### src/rtl/muldiv_unit_pkg.sv
// Shared types and constants for the iterative multiply/divide unit.
package muldiv_unit_pkg;

  localparam int WIDTH_DEF = 32;

  typedef enum logic [1:0] {
    MD_MULTU = 2'b00,
    MD_DIVU  = 2'b01,
    MD_MULT  = 2'b10,
    MD_DIV   = 2'b11
  } muldiv_op_t;

  typedef enum logic [1:0] {
    IDLE = 2'b00,
    MUL  = 2'b01,
    DIV  = 2'b10,
    DONE = 2'b11
  } muldiv_state_t;

endpackage

### src/rtl/muldiv_unit_if.sv
// Execute-stage bundle between the control path and the mul/div unit.
interface muldiv_unit_if #(
  parameter int WIDTH = muldiv_unit_pkg::WIDTH_DEF
);
  import muldiv_unit_pkg::*;

  logic             start;
  muldiv_op_t       op;
  logic [WIDTH-1:0] a;
  logic [WIDTH-1:0] b;
  logic             rd_hi;
  logic             rd_lo;
  logic [WIDTH-1:0] rdata;
  logic             busy;
  logic             done;
  logic             stall;
  logic             div_by_zero;

  modport master (
    output start, op, a, b, rd_hi, rd_lo,
    input  rdata, busy, done, stall, div_by_zero
  );

  modport slave (
    input  start, op, a, b, rd_hi, rd_lo,
    output rdata, busy, done, stall, div_by_zero
  );

endinterface

### src/rtl/muldiv_unit_iter_core.sv
// One-bit-per-cycle shift-add multiply / restoring divide datapath.
// acc_hi/acc_lo hold {product hi, lo} when multiplying and {rem, quo} when dividing.
module muldiv_iter_core #(
  parameter int WIDTH = 32
) (
  input  logic             clock,
  input  logic             reset,
  input  logic             load,
  input  logic             step,
  input  logic             div_mode,
  input  logic [WIDTH-1:0] a,
  input  logic [WIDTH-1:0] b,
  output logic [WIDTH-1:0] nxt_hi_s,
  output logic [WIDTH-1:0] nxt_lo_s
);

  logic [WIDTH-1:0] acc_hi_r;
  logic [WIDTH-1:0] acc_lo_r;
  logic [WIDTH-1:0] b_r;
  logic [WIDTH:0]   sum_s;
  logic [WIDTH:0]   shl_s;
  logic [WIDTH:0]   diff_s;

  // Value of the accumulators after one more iteration
  always_comb begin
    sum_s  = {1'b0, acc_hi_r} + (acc_lo_r[0] ? {1'b0, b_r} : {(WIDTH+1){1'b0}});
    // Shifted remainder keeps the bit leaving acc_hi so the trial subtract is exact
    shl_s  = {acc_hi_r, acc_lo_r[WIDTH-1]};
    diff_s = shl_s - {1'b0, b_r};
    if (div_mode) begin
      if (!diff_s[WIDTH]) begin
        nxt_hi_s = diff_s[WIDTH-1:0];
        nxt_lo_s = {acc_lo_r[WIDTH-2:0], 1'b1};
      end else begin
        nxt_hi_s = shl_s[WIDTH-1:0];
        nxt_lo_s = {acc_lo_r[WIDTH-2:0], 1'b0};
      end
    end else begin
      nxt_hi_s = sum_s[WIDTH:1];
      nxt_lo_s = {sum_s[0], acc_lo_r[WIDTH-1:1]};
    end
  end

  // Accumulator and divisor/multiplier registers
  always_ff @(posedge clock) begin
    if (reset) begin
      acc_hi_r <= {WIDTH{1'b0}};
      acc_lo_r <= {WIDTH{1'b0}};
      b_r      <= {WIDTH{1'b0}};
    end else if (load) begin
      acc_hi_r <= {WIDTH{1'b0}};
      acc_lo_r <= a;
      b_r      <= b;
    end else if (step) begin
      acc_hi_r <= nxt_hi_s;
      acc_lo_r <= nxt_lo_s;
      b_r      <= b_r;
    end else begin
      acc_hi_r <= acc_hi_r;
      acc_lo_r <= acc_lo_r;
      b_r      <= b_r;
    end
  end

endmodule

### src/rtl/muldiv_unit.sv
// Iterative MULTU/DIVU engine owning HI/LO; stalls the pipeline while busy.
// Optional signed MULT/DIV support is enabled with the MULDIV_SIGNED_EN macro.
module muldiv_unit
  import muldiv_unit_pkg::*;
#(
  parameter int WIDTH = WIDTH_DEF
) (
  input  logic           clock,
  input  logic           reset,
  muldiv_unit_if.slave   bus
);

  localparam int CW = $clog2(WIDTH);

  muldiv_state_t    state_r;
  muldiv_state_t    state_nxt_s;
  logic [CW-1:0]    count_r;
  logic [WIDTH-1:0] hi_r;
  logic [WIDTH-1:0] lo_r;
  logic             busy_r;
  logic             done_r;
  logic             dbz_r;
  logic             accept_s;
  logic             last_s;
  logic             stepping_s;
  logic             op_div_s;
  logic             b_zero_s;
  logic [WIDTH-1:0] a_mag_s;
  logic [WIDTH-1:0] b_mag_s;
  logic [WIDTH-1:0] core_hi_s;
  logic [WIDTH-1:0] core_lo_s;
  logic [WIDTH-1:0] wb_hi_s;
  logic [WIDTH-1:0] wb_lo_s;

`ifdef MULDIV_SIGNED_EN
  logic               neg_q_s;
  logic               neg_r_s;
  logic               neg_q_r;
  logic               neg_r_r;
  logic [2*WIDTH-1:0] prod_s;
`else
  logic               unused_op_s;
  assign unused_op_s = bus.op[1];
`endif

  assign stepping_s = (state_r == MUL) || (state_r == DIV);
  assign last_s     = stepping_s && (count_r == CW'(WIDTH-1));

  // Next-state decode; a start is only taken when no op is in flight
  always_comb begin
    state_nxt_s = state_r;
    accept_s    = 1'b0;
    case (state_r)
      IDLE, DONE: begin
        if (bus.start) begin
          accept_s    = 1'b1;
          state_nxt_s = op_div_s ? DIV : MUL;
        end else begin
          state_nxt_s = IDLE;
        end
      end
      MUL, DIV: begin
        if (last_s) begin
          state_nxt_s = DONE;
        end else begin
          state_nxt_s = state_r;
        end
      end
      default: state_nxt_s = IDLE;
    endcase
  end

  // Operand conditioning and writeback values
  always_comb begin
    op_div_s = bus.op[0];
    b_zero_s = (bus.b == {WIDTH{1'b0}});
`ifdef MULDIV_SIGNED_EN
    a_mag_s  = (bus.op[1] && bus.a[WIDTH-1]) ? -bus.a : bus.a;
    b_mag_s  = (bus.op[1] && bus.b[WIDTH-1]) ? -bus.b : bus.b;
    // A zero divisor leaves the all-ones quotient un-negated
    neg_q_s  = bus.op[1] && (bus.a[WIDTH-1] ^ bus.b[WIDTH-1]) && !(op_div_s && b_zero_s);
    neg_r_s  = bus.op[1] && bus.a[WIDTH-1];
    prod_s   = neg_q_r ? -{core_hi_s, core_lo_s} : {core_hi_s, core_lo_s};
    if (state_r == DIV) begin
      wb_hi_s = neg_r_r ? -core_hi_s : core_hi_s;
      wb_lo_s = neg_q_r ? -core_lo_s : core_lo_s;
    end else begin
      wb_hi_s = prod_s[2*WIDTH-1:WIDTH];
      wb_lo_s = prod_s[WIDTH-1:0];
    end
`else
    a_mag_s  = bus.a;
    b_mag_s  = bus.b;
    wb_hi_s  = core_hi_s;
    wb_lo_s  = core_lo_s;
`endif
  end

  muldiv_iter_core #(.WIDTH(WIDTH)) u_core (
    .clock    (clock),
    .reset    (reset),
    .load     (accept_s),
    .step     (stepping_s),
    .div_mode (state_r == DIV),
    .a        (a_mag_s),
    .b        (b_mag_s),
    .nxt_hi_s (core_hi_s),
    .nxt_lo_s (core_lo_s)
  );

  // FSM state, iteration counter, HI/LO and status flags
  always_ff @(posedge clock) begin
    if (reset) begin
      state_r <= IDLE;
      count_r <= {CW{1'b0}};
      hi_r    <= {WIDTH{1'b0}};
      lo_r    <= {WIDTH{1'b0}};
      busy_r  <= 1'b0;
      done_r  <= 1'b0;
      dbz_r   <= 1'b0;
    end else begin
      state_r <= state_nxt_s;
      busy_r  <= (state_nxt_s == MUL) || (state_nxt_s == DIV);
      done_r  <= (state_nxt_s == DONE);
      if (accept_s) begin
        count_r <= {CW{1'b0}};
      end else if (stepping_s) begin
        count_r <= count_r + CW'(1);
      end else begin
        count_r <= count_r;
      end
      if (last_s) begin
        hi_r <= wb_hi_s;
        lo_r <= wb_lo_s;
      end else begin
        hi_r <= hi_r;
        lo_r <= lo_r;
      end
      dbz_r <= dbz_r | (accept_s && op_div_s && b_zero_s);
    end
  end

`ifdef MULDIV_SIGNED_EN
  // Result signs captured alongside the operand magnitudes
  always_ff @(posedge clock) begin
    if (reset) begin
      neg_q_r <= 1'b0;
      neg_r_r <= 1'b0;
    end else if (accept_s) begin
      neg_q_r <= neg_q_s;
      neg_r_r <= neg_r_s;
    end else begin
      neg_q_r <= neg_q_r;
      neg_r_r <= neg_r_r;
    end
  end
`endif

  assign bus.rdata       = bus.rd_hi ? hi_r : lo_r;
  assign bus.stall       = busy_r & (bus.start | bus.rd_hi | bus.rd_lo);
  assign bus.busy        = busy_r;
  assign bus.done        = done_r;
  assign bus.div_by_zero = dbz_r;

endmodule
### src/flat_wrapper.sv
// flat-port wrapper written by rule: the top's interface ports become plain ports
module muldiv_unit_flat import muldiv_unit_pkg::*;
#(
  parameter int WIDTH = WIDTH_DEF
)
  (clock, reset, bus_start, bus_op, bus_a, bus_b, bus_rd_hi, bus_rd_lo, bus_rdata, bus_busy, bus_done, bus_stall, bus_div_by_zero);
  muldiv_unit_if #(.WIDTH(WIDTH)) bus_i ();
  input  logic clock;
  input  logic reset;
  input wire logic [$bits(bus_i.start)-1:0] bus_start;
  input wire logic [$bits(bus_i.op)-1:0] bus_op;
  input wire logic [$bits(bus_i.a)-1:0] bus_a;
  input wire logic [$bits(bus_i.b)-1:0] bus_b;
  input wire logic [$bits(bus_i.rd_hi)-1:0] bus_rd_hi;
  input wire logic [$bits(bus_i.rd_lo)-1:0] bus_rd_lo;
  output wire logic [$bits(bus_i.rdata)-1:0] bus_rdata;
  output wire logic [$bits(bus_i.busy)-1:0] bus_busy;
  output wire logic [$bits(bus_i.done)-1:0] bus_done;
  output wire logic [$bits(bus_i.stall)-1:0] bus_stall;
  output wire logic [$bits(bus_i.div_by_zero)-1:0] bus_div_by_zero;
  assign bus_i.start = bus_start;
  assign bus_i.op = bus_op;
  assign bus_i.a = bus_a;
  assign bus_i.b = bus_b;
  assign bus_i.rd_hi = bus_rd_hi;
  assign bus_i.rd_lo = bus_rd_lo;
  assign bus_rdata = bus_i.rdata;
  assign bus_busy = bus_i.busy;
  assign bus_done = bus_i.done;
  assign bus_stall = bus_i.stall;
  assign bus_div_by_zero = bus_i.div_by_zero;
  muldiv_unit #(.WIDTH(WIDTH)) u_core (.clock(clock), .reset(reset), .bus(bus_i));
endmodule
### config.mk
export PLATFORM = sky130hd
export DESIGN_NAME = muldiv_unit_flat
export DESIGN_NICKNAME = d
export VERILOG_FILES = /design/src/rtl/muldiv_unit_pkg.sv /design/src/rtl/muldiv_unit_if.sv /design/src/rtl/muldiv_unit_iter_core.sv /design/src/rtl/muldiv_unit.sv /design/src/flat_wrapper.sv
export SDC_FILE = /design/constraint.sdc
export NUM_CORES = 1
export LEC_CHECK = 0
export ABC_CLOCK_PERIOD_IN_PS = 4600
export BUFFER_PORTS_ARGS = -buffer_cell sky130_fd_sc_hd__buf_4
export CAP_MARGIN = 20
export CORE_ASPECT_RATIO = 0.5
export CORE_MARGIN = 4
export CORE_UTILIZATION = 27
export DETAILED_ROUTE_END_ITERATION = 12
export PLACE_DENSITY_LB_ADDON = 0.2
export SLEW_MARGIN = 20
export SYNTH_ARGS = -nofsm -noshare
export SYNTH_HDL_FRONTEND = slang
export SYNTH_SLANG_ARGS = --single-unit
export TNS_END_PERCENT = 50
### constraint.sdc
create_clock -name clock -period 4.6 [get_ports clock]
set_input_delay 0.92 -clock clock [delete_from_list [all_inputs] [get_ports clock]]
set_output_delay 0.92 -clock clock [all_outputs]
set_load 0.05 [all_outputs]
==> out/summary.log, run 1 <==
[critical_path] launch point of the worst reg-to-reg path u_core.u_core.acc_lo_r[0]
[grt] grt ovf 0
[yosys] count of distinct cell types in the synthesized netlist 73
[grt] antenna violations before repair 0
[pwr] Max IR drop VDD 0.212 mV
[grt] maximum number of pins on one net before global-route repair 79
[layout] final layout net count 1626
[critical_path] Setup CP Type flop to flop
[layout] signed area change from the synthesized netlist to the final layout 16.3%
[grt] vias in the first global route 9843
[route] total wirelength of the detailed-routed design 38500 um
[min_path] kind of path behind the tightest hold check flop to flop
[die] core area 41900 um2
[critical_path] CP required 4910 ps
[critical_path] CP peak stage delay 680 ps
[timing] Least-Margin Pin Slew 878 ps
[job] Maximum Capacitance Violations 0
[place] area of placed instances 12700 um2
[pwr] leakage power summed over all cells 0.00522 uW
[clock_tree] Reg clk slew, reported paths 80 ps
[clock_tree] clock latency of the later-clocked register in the worst-skew pair 450 ps
[yosys] Mean Syn Cell Area 7.92 um2
[yosys] post-synthesis cell area 11500 um2
[yosys] number of synthesized register bits 170
[grt] GRT Overall Usage 0.165
[clock_tree] number of cells upsized or downsized after cts 0
[critical_path] Worst Setup End Kind flop
[clock_tree] TritonCTS clock tree yes
[place] number of port buffers 105
[place] hpwl dp 29200 um
[critical_path] Critical Path, Cell by Cell and2_1 > ha_1 > fa_1 > a211oi_1 > o21bai_1 > a21oi_1 > o31ai_1 > a311oi_1 > o41ai_1 > o41ai_1 > a31oi_1
[yosys] most used standard cells in the synthesized netlist dfxtp_1 (170), nand2_1 (150), a21oi_1 (121)
[timing] sum of negative setup slack 0 ps
[clock_tree] maximum clock insertion buffer count 2
[timing] Final period util 0.889
[yosys] share of synthesized registers carrying an async set or reset 0
[timing] shortest period the worst path allows 4090 ps
[clock_tree] H-tree lvl count 4
[timing] Fin Clk Skew 13.8 ps
[yosys] number of enable flip-flop cells after synthesis 0
[layout] fraction of final layout cells sized beyond drive strength 1 0.141
[clock_tree] TritonCTS buffer count 17
[die] cell row count 53
[critical_path] critical path's most frequent cell o41ai_1
[timing] RSZ-0062 raised after global routing false
[timing] maximum clock frequency 0.245 GHz
[route] DR vias 10400
[route] DRC 0
[timing] final number of hold-violating endpoints 0
[yosys] most used flip-flop cell after synthesis dfxtp_1
[yosys] Syn. warnings 0
[clock_tree] CTS hold repair buffers 0
[yosys] syn_nets 1587
[route] number of violations reported at the end of detailed-routing iteration 0 740
[yosys] top-count cell post-synth dfxtp_1
[clock_tree] clock root cell clkbuf_16
[timing] max-slew violation count 0
[pwr] areal power density over the cells 321 nW/um2
[die] die outline area 46000 um2
[yosys] sequential area share after synthesis 0.297
[yosys] Area contributors post-synth dfxtp_1 (30%), a211oi_1 (7.7%), ha_1 (7.4%), a21oi_1 (5.3%), nand2_1 (4.9%)
[layout] Filler Cell Count 4545
[clock_tree] # clock sinks 170
[critical_path] Data arrival, critical path 4390 ps
[route] number of detailed-routing iterations run before antenna repair 5
[die] effective utilization at floorplan 0.273
[yosys] cell count after synthesis 1446
[critical_path] Critical Path Source Type flop
[yosys] share of Yosys cell area claimed by the top area cell type 0.297
[layout] fin area 13300 um2
[place] gpl congestion 0.899
[timing] worst max-slew margin expressed relative to the limit 0.415
[die] I/O Pins 107
[grt] first-pass GRT wire length 59700 um
[die] Horiz. Die Dim 299 um
[critical_path] highest-delay cell along the critical path a311oi_1
[route] routed length per instance 18.5 um
[min_path] launch instance of the worst min-delay path u_core.hi_r[9]
[yosys] largest area contributor in the synthesized netlist dfxtp_1
[die] height of the die 154 um
[timing] final-report setup violation count 0
[status] outcome finished clean
[clock_tree] number of setup buffers added after CTS 0
[route] Via density 5.02
[critical_path] maximum net fanout on the critical path 5
[route] final antenna-violating net count 0
[critical_path] origin of the worst setup path u_core.u_core.acc_lo_r[0]
[timing] worst-case hold slack 466 ps
[per-layer routing]
metal / wire, um / up-vias / track usage
li1: - / 5365 / -
met1: 21100 / 4867 / 0.258
met2: 15600 / 182 / 0.237
met3: 1380 / 17 / 0.0260
met4: 420 / 0 / 0.0338
met5: 0 / - / 0
[placed cells by master (no fill, tap or decap), types with 10 or more instances in the layout]
master,synthesis,routed
a21oi_1,121,121
and3_1,13,13
dfxtp_1,170,170
nand2_1,150,150
xnor2_1,32,32
a211oi_1,118,118
nand3_1,36,36
buf_4,1,122
nor3_1,17,17
nand4_1,16,16
a31oi_1,16,16
nor2b_1,39,38
mux2_2,38,38
o21ai_0,80,80
o31ai_1,10,10
ha_1,68,67
nor4_1,10,10
xor2_1,21,21
inv_1,49,49
a21o_1,17,17
nor2_1,109,109
clkbuf_16,0,17
and2_1,41,41
mux2i_1,40,40
o21bai_1,10,10
[worst max-delay path: cells and delay by family (launching register included)]
| kind | cells | cell delay [ps] |
|---|---|---|
| AOI/OAI and AO/OA | 8 | 2640 |
| adders and majority gates | 2 | 720 |
| DFF | 1 | 380 |
| and+or+nand+nor | 1 | 190 |
[cell families after synthesis]
| kind of cell | Yosys count | share of synthesized area |
|---|---|---|
| adders and majority gates | 70 | 0.0778 |
| and+or+nand+nor | 452 | 0.186 |
| buffers and inverters | 155 | 0.0534 |
| muxes | 83 | 0.0795 |
| AOI/OAI and AO/OA | 463 | 0.265 |
| xor gates and xnor gates | 53 | 0.0405 |
| DFF | 170 | 0.297 |
[path summary, 6_finish.rpt]
path	end	depth (start not counted)	slack, ps
worst max-delay path	u_core.hi_r[27]	11	510
worst min-delay path	u_core.hi_r[9]	2	470
worst min register to register	u_core.hi_r[9]	2	470
worst max register to register	u_core.hi_r[27]	11	510
[per-stage QoR]
stage / worst slack, ps / util / cells / power [uW]
2_1_floorplan: 1330 / - / 1446 / 2410
3_3_place_gp: 678 / 0.303 / 2043 / 2800
3_5_place_dp: 594 / 0.303 / 2043 / 2790
4_1_cts: 530 / 0.318 / 2075 / 4310
5_1_grt: 249 / 0.318 / 2075 / 4500
6_report: 513 / 0.318 / 2076 / 4270
[state kept, by name, summed over array words and instances (netlist names)]
register / count
u_core.state_r: 2
u_core.bus.busy: 1
u_core.bus.done: 1
u_core.hi_r: 32
u_core.bus.div_by_zero: 1
u_core.u_core.acc_hi_r: 32
u_core.u_core.b_r: 32
u_core.lo_r: 32
u_core.count_r: 5
u_core.u_core.acc_lo_r: 32
[where the power goes]
| group | internal, uW | switching, uW | leakage, uW |
|---|---|---|---|
| registers | 1540 | 71.1 | 0.00138 |
| logic | 443 | 720 | 0.00355 |
| clock network | 775 | 729 | 0.000288 |
| total | 2750 | 1520 | 0.00522 |
[cell type report]
| class | instances | area (um2) | share of cell area |
|---|---|---|---|
| antenna | 1 | 2.50 | 0.000188 |
| clock buffer | 17 | 425 | 0.0319 |
| clock inverter | 15 | 179 | 0.0134 |
| inverter | 52 | 195 | 0.0147 |
| multi-input combinational | 1121 | 7460 | 0.560 |
| sequential | 170 | 3400 | 0.255 |
| tap | 577 | 722 | 0.0542 |
| timing repair buffer | 123 | 936 | 0.0703 |
Note: power is estimated with default switching activity, not from simulation.
==> inputs of run 2 (changes only) <==
--- a/config.mk
+++ b/config.mk
@@ -5,6 +5,7 @@
 export SDC_FILE = /design/constraint.sdc
 export NUM_CORES = 1
 export LEC_CHECK = 0
+export ABC_AREA = 1
 export ABC_CLOCK_PERIOD_IN_PS = 4600
 export BUFFER_PORTS_ARGS = -buffer_cell sky130_fd_sc_hd__buf_4
 export CAP_MARGIN = 20
==> out/summary.log, run 2 <==
[status] outcome finished clean [unchanged]
[layout] most common cell after layout, fill and taps aside nand2_1 [was dfxtp_1]
[critical_path] CP required 3680 ps [was 4910 ps]
[timing] max-slew violation count 0 [unchanged]
[yosys] share of Yosys cell area claimed by the top area cell type 0.265 [was 0.297]
[timing] Final period util 0.763 [was 0.889]
[critical_path] highest-delay cell along the critical path clkinv_1 [was a311oi_1]
[min_path] kind of path behind the tightest hold check flop to flop [unchanged]
[clock_tree] Reg clk slew, reported paths 70 ps [was 80 ps]
[timing] sum of negative setup slack 0 ps [unchanged]
[timing] maximum clock frequency 0.285 GHz [was 0.245 GHz]
[critical_path] Critical Path Source Type input pin [was flop]
[grt] antenna violations before repair 0 [unchanged]
[yosys] count of distinct cell types in the synthesized netlist 45 [was 73]
[route] DR vias 13400 [was 10400]
[yosys] Mean Syn Cell Area 5.98 um2 [was 7.92 um2]
[die] effective utilization at floorplan 0.274 [was 0.273]
[pwr] areal power density over the cells 302 nW/um2 [was 321 nW/um2]
[yosys] syn_nets 2292 [was 1587]
[place] area of placed instances 14200 um2 [was 12700 um2]
[route] number of violations reported at the end of detailed-routing iteration 0 994 [was 740]
[layout] fin area 14800 um2 [was 13300 um2]
[timing] Fin Clk Skew 16.5 ps [was 13.8 ps]
[layout] antenna diode count 0 [was 1]
[yosys] number of synthesized register bits 170 [unchanged]
[critical_path] Buf/Inv on CP 4 [was 0]
[layout] commonest cells after routing, fill and taps aside nand2_1 (611), inv_1 (386), a21oi_1 (196), nand3_1 (178), dfxtp_1 (170) [was dfxtp_1 (170), nand2_1 (150), buf_4 (122), a21oi_1 (121), a211oi_1 (118)]
[grt] GRT Overall Usage 0.179 [was 0.165]
[route] total wirelength of the detailed-routed design 46400 um [was 38500 um]
[layout] fraction of final layout cells sized beyond drive strength 1 0.0923 [was 0.141]
[route] routed length per instance 16.2 um [was 18.5 um]
[clock_tree] TritonCTS clock tree yes [unchanged]
[layout] signed area change from the synthesized netlist to the final layout 15.0% [was 16.3%]
[place] number of port buffers 105 [unchanged]
[clock_tree] clock root cell clkbuf_16 [unchanged]
[grt] maximum number of pins on one net before global-route repair 95 [was 79]
[die] core area 46900 um2 [was 41900 um2]
[clock_tree] clock latency of the later-clocked register in the worst-skew pair 470 ps [was 450 ps]
[route] highest metal layer with signal wires met4 [unchanged]
[clock_tree] TritonCTS buffer count 17 [unchanged]
[place] number of placed instances with taps included 2826 [was 2043]
[pwr] leakage power summed over all cells 0.00739 uW [was 0.00522 uW]
[grt] vias in the first global route 12700 [was 9843]
[critical_path] Setup CP Type input pin to output port [was flop to flop]
[route] final antenna-violating net count 0 [unchanged]
[layout] final layout net count 2348 [was 1626]
[yosys] Area contributors post-synth dfxtp_1 (26%), nand2_1 (18%), inv_1 (11%), a21oi_1 (7.6%), nand3_1 (6.9%) [was dfxtp_1 (30%), a211oi_1 (7.7%), ha_1 (7.4%), a21oi_1 (5.3%), nand2_1 (4.9%)]
[yosys] most used standard cells in the synthesized netlist nand2_1 (611), inv_1 (387), a21oi_1 (196) [was dfxtp_1 (170), nand2_1 (150), a21oi_1 (121)]
[critical_path] cell family with most CP delay buffers and inverters [was compound AO/OA/AOI/OAI gates]
[critical_path] Critical Path, Cell by Cell buf_4 > clkinv_1 > buf_4 > o21ai_0 > buf_4 [was and2_1 > ha_1 > fa_1 > a211oi_1 > o21bai_1 > a21oi_1 > o31ai_1 > a311oi_1 > o41ai_1 > o41ai_1 > a31oi_1]
[critical_path] critical path's most frequent cell buf_4 [was o41ai_1]
[route] number of detailed-routing iterations run before antenna repair 5 [unchanged]
[die] Horiz. Die Dim 317 um [was 299 um]
[die] I/O Pins 107 [unchanged]
[yosys] Syn. warnings 0 [unchanged]
[critical_path] CP peak stage delay 570 ps [was 680 ps]
[timing] shortest period the worst path allows 3510 ps [was 4090 ps]
[yosys] share of synthesized registers carrying an async set or reset 0 [unchanged]
[yosys] sequential area share after synthesis 0.265 [was 0.297]
[grt] grt ovf 0 [unchanged]
[job] Maximum Capacitance Violations 0 [unchanged]
[layout] core utilization of the finished layout 0.315 [was 0.318]
[route] met3 WL post-DR 2120 um [was 1380 um]
[route] DRC 0 [unchanged]
[route] length of routed met2 wiring 19800 um [was 15600 um]
[clock_tree] maximum clock insertion buffer count 2 [unchanged]
[timing] worst max-slew margin expressed relative to the limit 0.297 [was 0.415]
[pwr] Max IR drop VDD 0.191 mV [was 0.212 mV]
[yosys] largest area contributor in the synthesized netlist dfxtp_1 [unchanged]
[yosys] number of enable flip-flop cells after synthesis 0 [unchanged]
[route] wire length on met1 23700 um [was 21100 um]
[timing] Least-Margin Pin Slew 1050 ps [was 878 ps]
[critical_path] Data arrival, critical path 2590 ps [was 4390 ps]
[yosys] post-synthesis cell area 12900 um2 [was 11500 um2]
[timing] RSZ-0062 raised after global routing false [unchanged]
[clock_tree] # clock sinks 170 [unchanged]
[clock_tree] number of cells upsized or downsized after cts 0 [unchanged]
[yosys] top-count cell post-synth nand2_1 [was dfxtp_1]
[clock_tree] CTS hold repair buffers 0 [unchanged]
[timing] final-report setup violation count 0 [unchanged]
[timing] worst-case hold slack 466 ps [about the same]
[place] hpwl dp 36200 um [was 29200 um]
[place] gpl congestion 0.965 [was 0.899]
[clock_tree] number of setup buffers added after CTS 0 [unchanged]
[route] Via density 4.69 [was 5.02]
[clock_tree] H-tree lvl count 4 [unchanged]
[timing] final number of hold-violating endpoints 0 [unchanged]
[yosys] cell count after synthesis 2151 [was 1446]
[die] cell row count 56 [was 53]
[grt] first-pass GRT wire length 72100 um [was 59700 um]
[die] die outline area 51400 um2 [was 46000 um2]
[critical_path] maximum net fanout on the critical path 29 [was 5]
[critical_path] Worst Setup End Kind output port [was flop]
[yosys] most used flip-flop cell after synthesis dfxtp_1 [unchanged]
[layout] final standard cell count with taps included and fillers excluded 2858 [was 2076]
[die] height of the die 162 um [was 154 um]
run 2: cell count changes after synthesis, sizes merged, moves of 42 or more:
cell / change
mux2: -42
a21oi: +74
o21ai: +56
a211oi: -118
nand3: +143
inv: +340
nand2: +475
run 2: stage by stage:
step	total power, uW	worst slack (ps)
final	4460	1090
after global routing	4740	894
after CTS	4490	1050
after detailed placement	3030	1060
after global placement	3030	1070
after floorplan	2610	1300
run 2: cell families after synthesis:
| family | count (synthesis) | share of synthesized area |
|---|---|---|
| and+or+nand+nor | 998 | 0.328 |
| xor gates and xnor gates | 23 | 0.0157 |
| muxes | 24 | 0.0187 |
| buffers and inverters | 478 | 0.143 |
| AOI/OAI and AO/OA | 388 | 0.161 |
| DFF | 170 | 0.265 |
| adders and majority gates | 70 | 0.0693 |
run 2: metal layers:
layer	vias to the layer above	track usage
met5	-	0
met4	0	0.0470
met3	41	0.0167
met2	293	0.279
met1	6155	0.265
li1	6911	-
run 2: final cells by class:
class                      count  area, um2
tap                          638        798
fill                        5418      32200
timing repair buffer         121        908
multi-input combinational   1503       7630
inverter                     394       1480
clock inverter                14        131
clock buffer                  18        429
sequential                   170       3400
run 2: final timing paths:
| check | from | end | slack (ps) | cells after the start |
|---|---|---|---|---|
| worst max-delay path | bus_rd_hi | bus_rdata[1] | 1090 | 5 |
| worst min-delay path | u_core.u_core.acc_lo_r[1] | u_core.u_core.acc_lo_r[1] | 470 | 2 |
| worst max register to register | u_core.u_core.acc_lo_r[31] | u_core.hi_r[31] | 1200 | 19 |
| worst min register to register | u_core.u_core.acc_lo_r[1] | u_core.u_core.acc_lo_r[1] | 470 | 2 |
run 2: worst reg2reg max path: stages (launching register included):
cell     delay [ps]
dfxtp_1         330
inv_1           100
ha_1            250
fa_1            420
inv_1           110
nand2_1          60
nand2_1          80
nand3_1         150
nand2_2         180
nand2_1          80
nand2_2         100
nand2_2          90
nand3_4         350
nand2_4         360
nand2_1         170
nand2_1          60
nand2_1          80
nand3_1         170
nand2_1         130
inv_1            40
run 2: power by group:
part | internal [uW] | total [uW] | switching, uW | leakage, uW
logic | 449 | 1400 | 956 | 0.00574
clock network | 715 | 1450 | 734 | 0.000269
registers | 1540 | 1610 | 65.4 | 0.00139
==> inputs of run 3 (changes only) <==
--- a/config.mk
+++ b/config.mk
@@ -6,7 +6,7 @@
 export NUM_CORES = 1
 export LEC_CHECK = 0
 export ABC_AREA = 1
-export ABC_CLOCK_PERIOD_IN_PS = 4600
+export ABC_CLOCK_PERIOD_IN_PS = 3250
 export BUFFER_PORTS_ARGS = -buffer_cell sky130_fd_sc_hd__buf_4
 export CAP_MARGIN = 20
 export CORE_ASPECT_RATIO = 0.5
==> constraint.sdc (replaced) <==
create_clock -name clock -period 3.25 [get_ports clock]
set_input_delay 0.65 -clock clock [delete_from_list [all_inputs] [get_ports clock]]
set_output_delay 0.65 -clock clock [all_outputs]
set_load 0.05 [all_outputs]
==> out/summary.log, run 3 (synthesis results as in run 2) <==
[status] outcome finished clean [unchanged]
[clock_tree] clock root cell clkbuf_16 [unchanged]
[layout] commonest cells after routing, fill and taps aside nand2_1 (611), inv_1 (386), a21oi_1 (196), nand3_1 (178), dfxtp_1 (170) [unchanged]
[timing] maximum clock frequency 0.335 GHz
[critical_path] launch point of the worst reg-to-reg path u_core.u_core.acc_lo_r[31] [unchanged]
[min_path] kind of path behind the tightest hold check flop to flop [unchanged]
[critical_path] cell family with most CP delay simple AND/OR/NAND/NOR gates [was buffers and inverters]
[pwr] leakage power summed over all cells 0.00751 uW [was 0.00739 uW]
[die] Horiz. Die Dim 317 um [unchanged]
[clock_tree] clock latency of the later-clocked register in the worst-skew pair 460 ps [was 470 ps]
[layout] final layout net count 2361 [was 2348]
[critical_path] Worst Setup End Kind flop [was output port]
[grt] antenna violations before repair 0 [unchanged]
[layout] signed area change from the synthesized netlist to the final layout 16.9% [was 15.0%]
[place] number of port buffers 105 [unchanged]
[layout] fraction of final layout cells sized beyond drive strength 1 0.0981 [was 0.0923]
[clock_tree] # clock sinks 170 [unchanged]
[clock_tree] TritonCTS clock tree yes [unchanged]
[clock_tree] TritonCTS buffer count 17 [unchanged]
[pwr] Combinational Power Share 0.314 [was 0.315]
[timing] worst-case hold slack 466 ps [about the same]
[pwr] areal power density over the cells 434 nW/um2 [was 302 nW/um2]
[grt] vias in the first global route 12600 [was 12700]
[timing] max-slew violation count 0 [unchanged]
[timing] Least-Margin Pin Slew 695 ps [was 1050 ps]
[timing] worst max-slew margin expressed relative to the limit 0.534 [was 0.297]
[pwr] relative contribution of the clock network to total power 0.339 [was 0.325]
[critical_path] Critical Path, Cell by Cell inv_1 > ha_1 > fa_1 > inv_1 > nand2_1 > nand2_1 > nand3_1 > nand2_2 > nand2_1 > nand2_2 > nand2_2 > nand2_2 > nand2_4 > buf_4 > nand3_1 > nand2_1 > nand2_1 > nand3_1 > nand2_1 > inv_1 [was buf_4 > clkinv_1 > buf_4 > o21ai_0 > buf_4]
[die] die outline area 51400 um2 [unchanged]
[pwr] net load switching power 2480 uW [was 1750 uW]
[route] DRC 0 [unchanged]
[route] final antenna-violating net count 0 [unchanged]
[die] core area 46900 um2 [unchanged]
[critical_path] worst r2r path cells 20 [was 19]
[timing] final number of hold-violating endpoints 0 [unchanged]
[clock_tree] H-tree lvl count 4 [unchanged]
[timing] sum of negative setup slack 0 ps [unchanged]
[die] cell row count 56 [unchanged]
[critical_path] critical path's most frequent cell nand2_1 [was buf_4]
[grt] grt ovf 0 [unchanged]
[critical_path] number of cells on the critical path 20 [was 5]
[route] number of detailed-routing iterations run before antenna repair 5 [unchanged]
[timing] Fin Clk Skew 13.3 ps [was 16.5 ps]
[critical_path] Critical Path Source Type flop [was input pin]
[route] DR vias 13400 [about the same]
[timing] final-report setup violation count 0 [unchanged]
[pwr] Sw Ratio 0.381 [was 0.394]
[timing] Final period util 0.919
[timing] RSZ-0062 raised after global routing false [unchanged]
[clock_tree] Reg clk slew, reported paths 80 ps [was 70 ps]
[critical_path] maximum net fanout on the critical path 32 [was 29]
[critical_path] end of the critical path u_core.hi_r[27] [was bus_rdata[1]]
[critical_path] CP required 3610 ps [was 3680 ps]
[job] Maximum Capacitance Violations 0 [unchanged]
[die] effective utilization at floorplan 0.274 [unchanged]
[pwr] Power Internal 4030 uW [was 2700 uW]
[timing] shortest period the worst path allows 2990 ps
[route] number of violations reported at the end of detailed-routing iteration 0 1012 [was 994]
[layout] final standard cell count with taps included and fillers excluded 2871 [was 2858]
[clock_tree] maximum clock insertion buffer count 2 [unchanged]
[layout] most common cell after layout, fill and taps aside nand2_1 [unchanged]
[grt] first-pass GRT wire length 72400 um [was 72100 um]
[grt] maximum number of pins on one net before global-route repair 64 [was 95]
[layout] antenna diode count 0 [unchanged]
[place] number of placed instances with taps included 2839 [was 2826]
[route] Via density 4.67 [was 4.69]
[place] hpwl dp 37100 um [was 36200 um]
[critical_path] capturing point of the worst reg2reg path u_core.hi_r[27] [was u_core.hi_r[31]]
[critical_path] Buf/Inv on CP 4 [unchanged]
[route] total wirelength of the detailed-routed design 47200 um [was 46400 um]
[die] height of the die 162 um [unchanged]
[critical_path] origin of the worst setup path u_core.u_core.acc_lo_r[31] [was bus_rd_hi]
[place] gpl congestion 0.965 [about the same]
[clock_tree] CTS hold repair buffers 0 [unchanged]
[grt] GRT Overall Usage 0.181 [was 0.179]
[die] I/O Pins 107 [unchanged]
[clock_tree] number of cells upsized or downsized after cts 0 [unchanged]
[critical_path] CP peak stage delay 420 ps [was 570 ps]
[pwr] Seq pwr share 0.347 [was 0.360]
[pwr] Max IR drop VDD 0.274 mV [was 0.191 mV]
[critical_path] Data arrival, critical path 3350 ps [was 2590 ps]
[clock_tree] number of setup buffers added after CTS 0 [unchanged]
[critical_path] setup slack of the most critical reg-to-reg path 260 ps [was 1200 ps]
[route] routed length per instance 16.5 um [was 16.2 um]
[critical_path] highest-delay cell along the critical path fa_1 [was clkinv_1]
[critical_path] Setup CP Type flop to flop [was input pin to output port]
[run 3: cell type report]
class                           instances  area, um2
Clock buffer                           18        439
Fill cell                            5337      31900
Inverter                              394       1480
Sequential cell                       170       3400
Tap cell                              638        798
Clock inverter                         14        183
Multi-Input combinational cell       1503       7640
Timing Repair Buffer                  134       1080
[run 3: how the worst min path moves through the flow]
| stage | from | slack, ps | cells after the start | to |
|---|---|---|---|---|
| 2_1_floorplan | u_core.count_r[3] | 440 | 2 | u_core.count_r[3] |
| 3_3_place_gp | u_core.u_core.acc_lo_r[19] | 450 | 2 | u_core.u_core.acc_lo_r[19] |
| 3_5_place_dp | u_core.u_core.acc_lo_r[19] | 460 | 2 | u_core.u_core.acc_lo_r[19] |
| 4_1_cts | bus_a[20] | 450 | 3 | u_core.u_core.acc_lo_r[20] |
| 5_1_grt | bus_a[23] | 470 | 3 | u_core.u_core.acc_lo_r[23] |
| 6_report | u_core.u_core.acc_lo_r[19] | 470 | 2 | u_core.u_core.acc_lo_r[19] |
[run 3: power groups by stage]
stage	logic, uW	registers, uW	clock network (uW)
2_1_floorplan	1410	2280	0
3_3_place_gp	2020	2310	0
3_5_place_dp	2020	2310	0
4_1_cts	2030	2260	2270
5_1_grt	2290	2270	2340
6_report	2050	2260	2210
[run 3: tightest hold or removal path, stage by stage (launching register included)]
cell and delay (ps):
dfxtp_1 310, nand2_1 60, a21oi_1 50
[run 3: per-layer routing]
layer,share of wire,GRT usage,wire length [um]
met5,0,0,0
met4,0.023,0.0527,1090
met3,0.050,0.0196,2380
met2,0.42,0.272,19700
met1,0.51,0.270,24000
[run 3: per-stage QoR]
stage               utilization  total power [uW]  area (um2)  worst slack (ps)
global route              0.320              6900       15000              52.3
CTS                       0.320              6560       15000               253
global placement          0.307              4330       14400               278
floorplan                     -              3690       12900               488
finish                    0.320              6520       15000               262
detailed placement        0.307              4330       14400               260
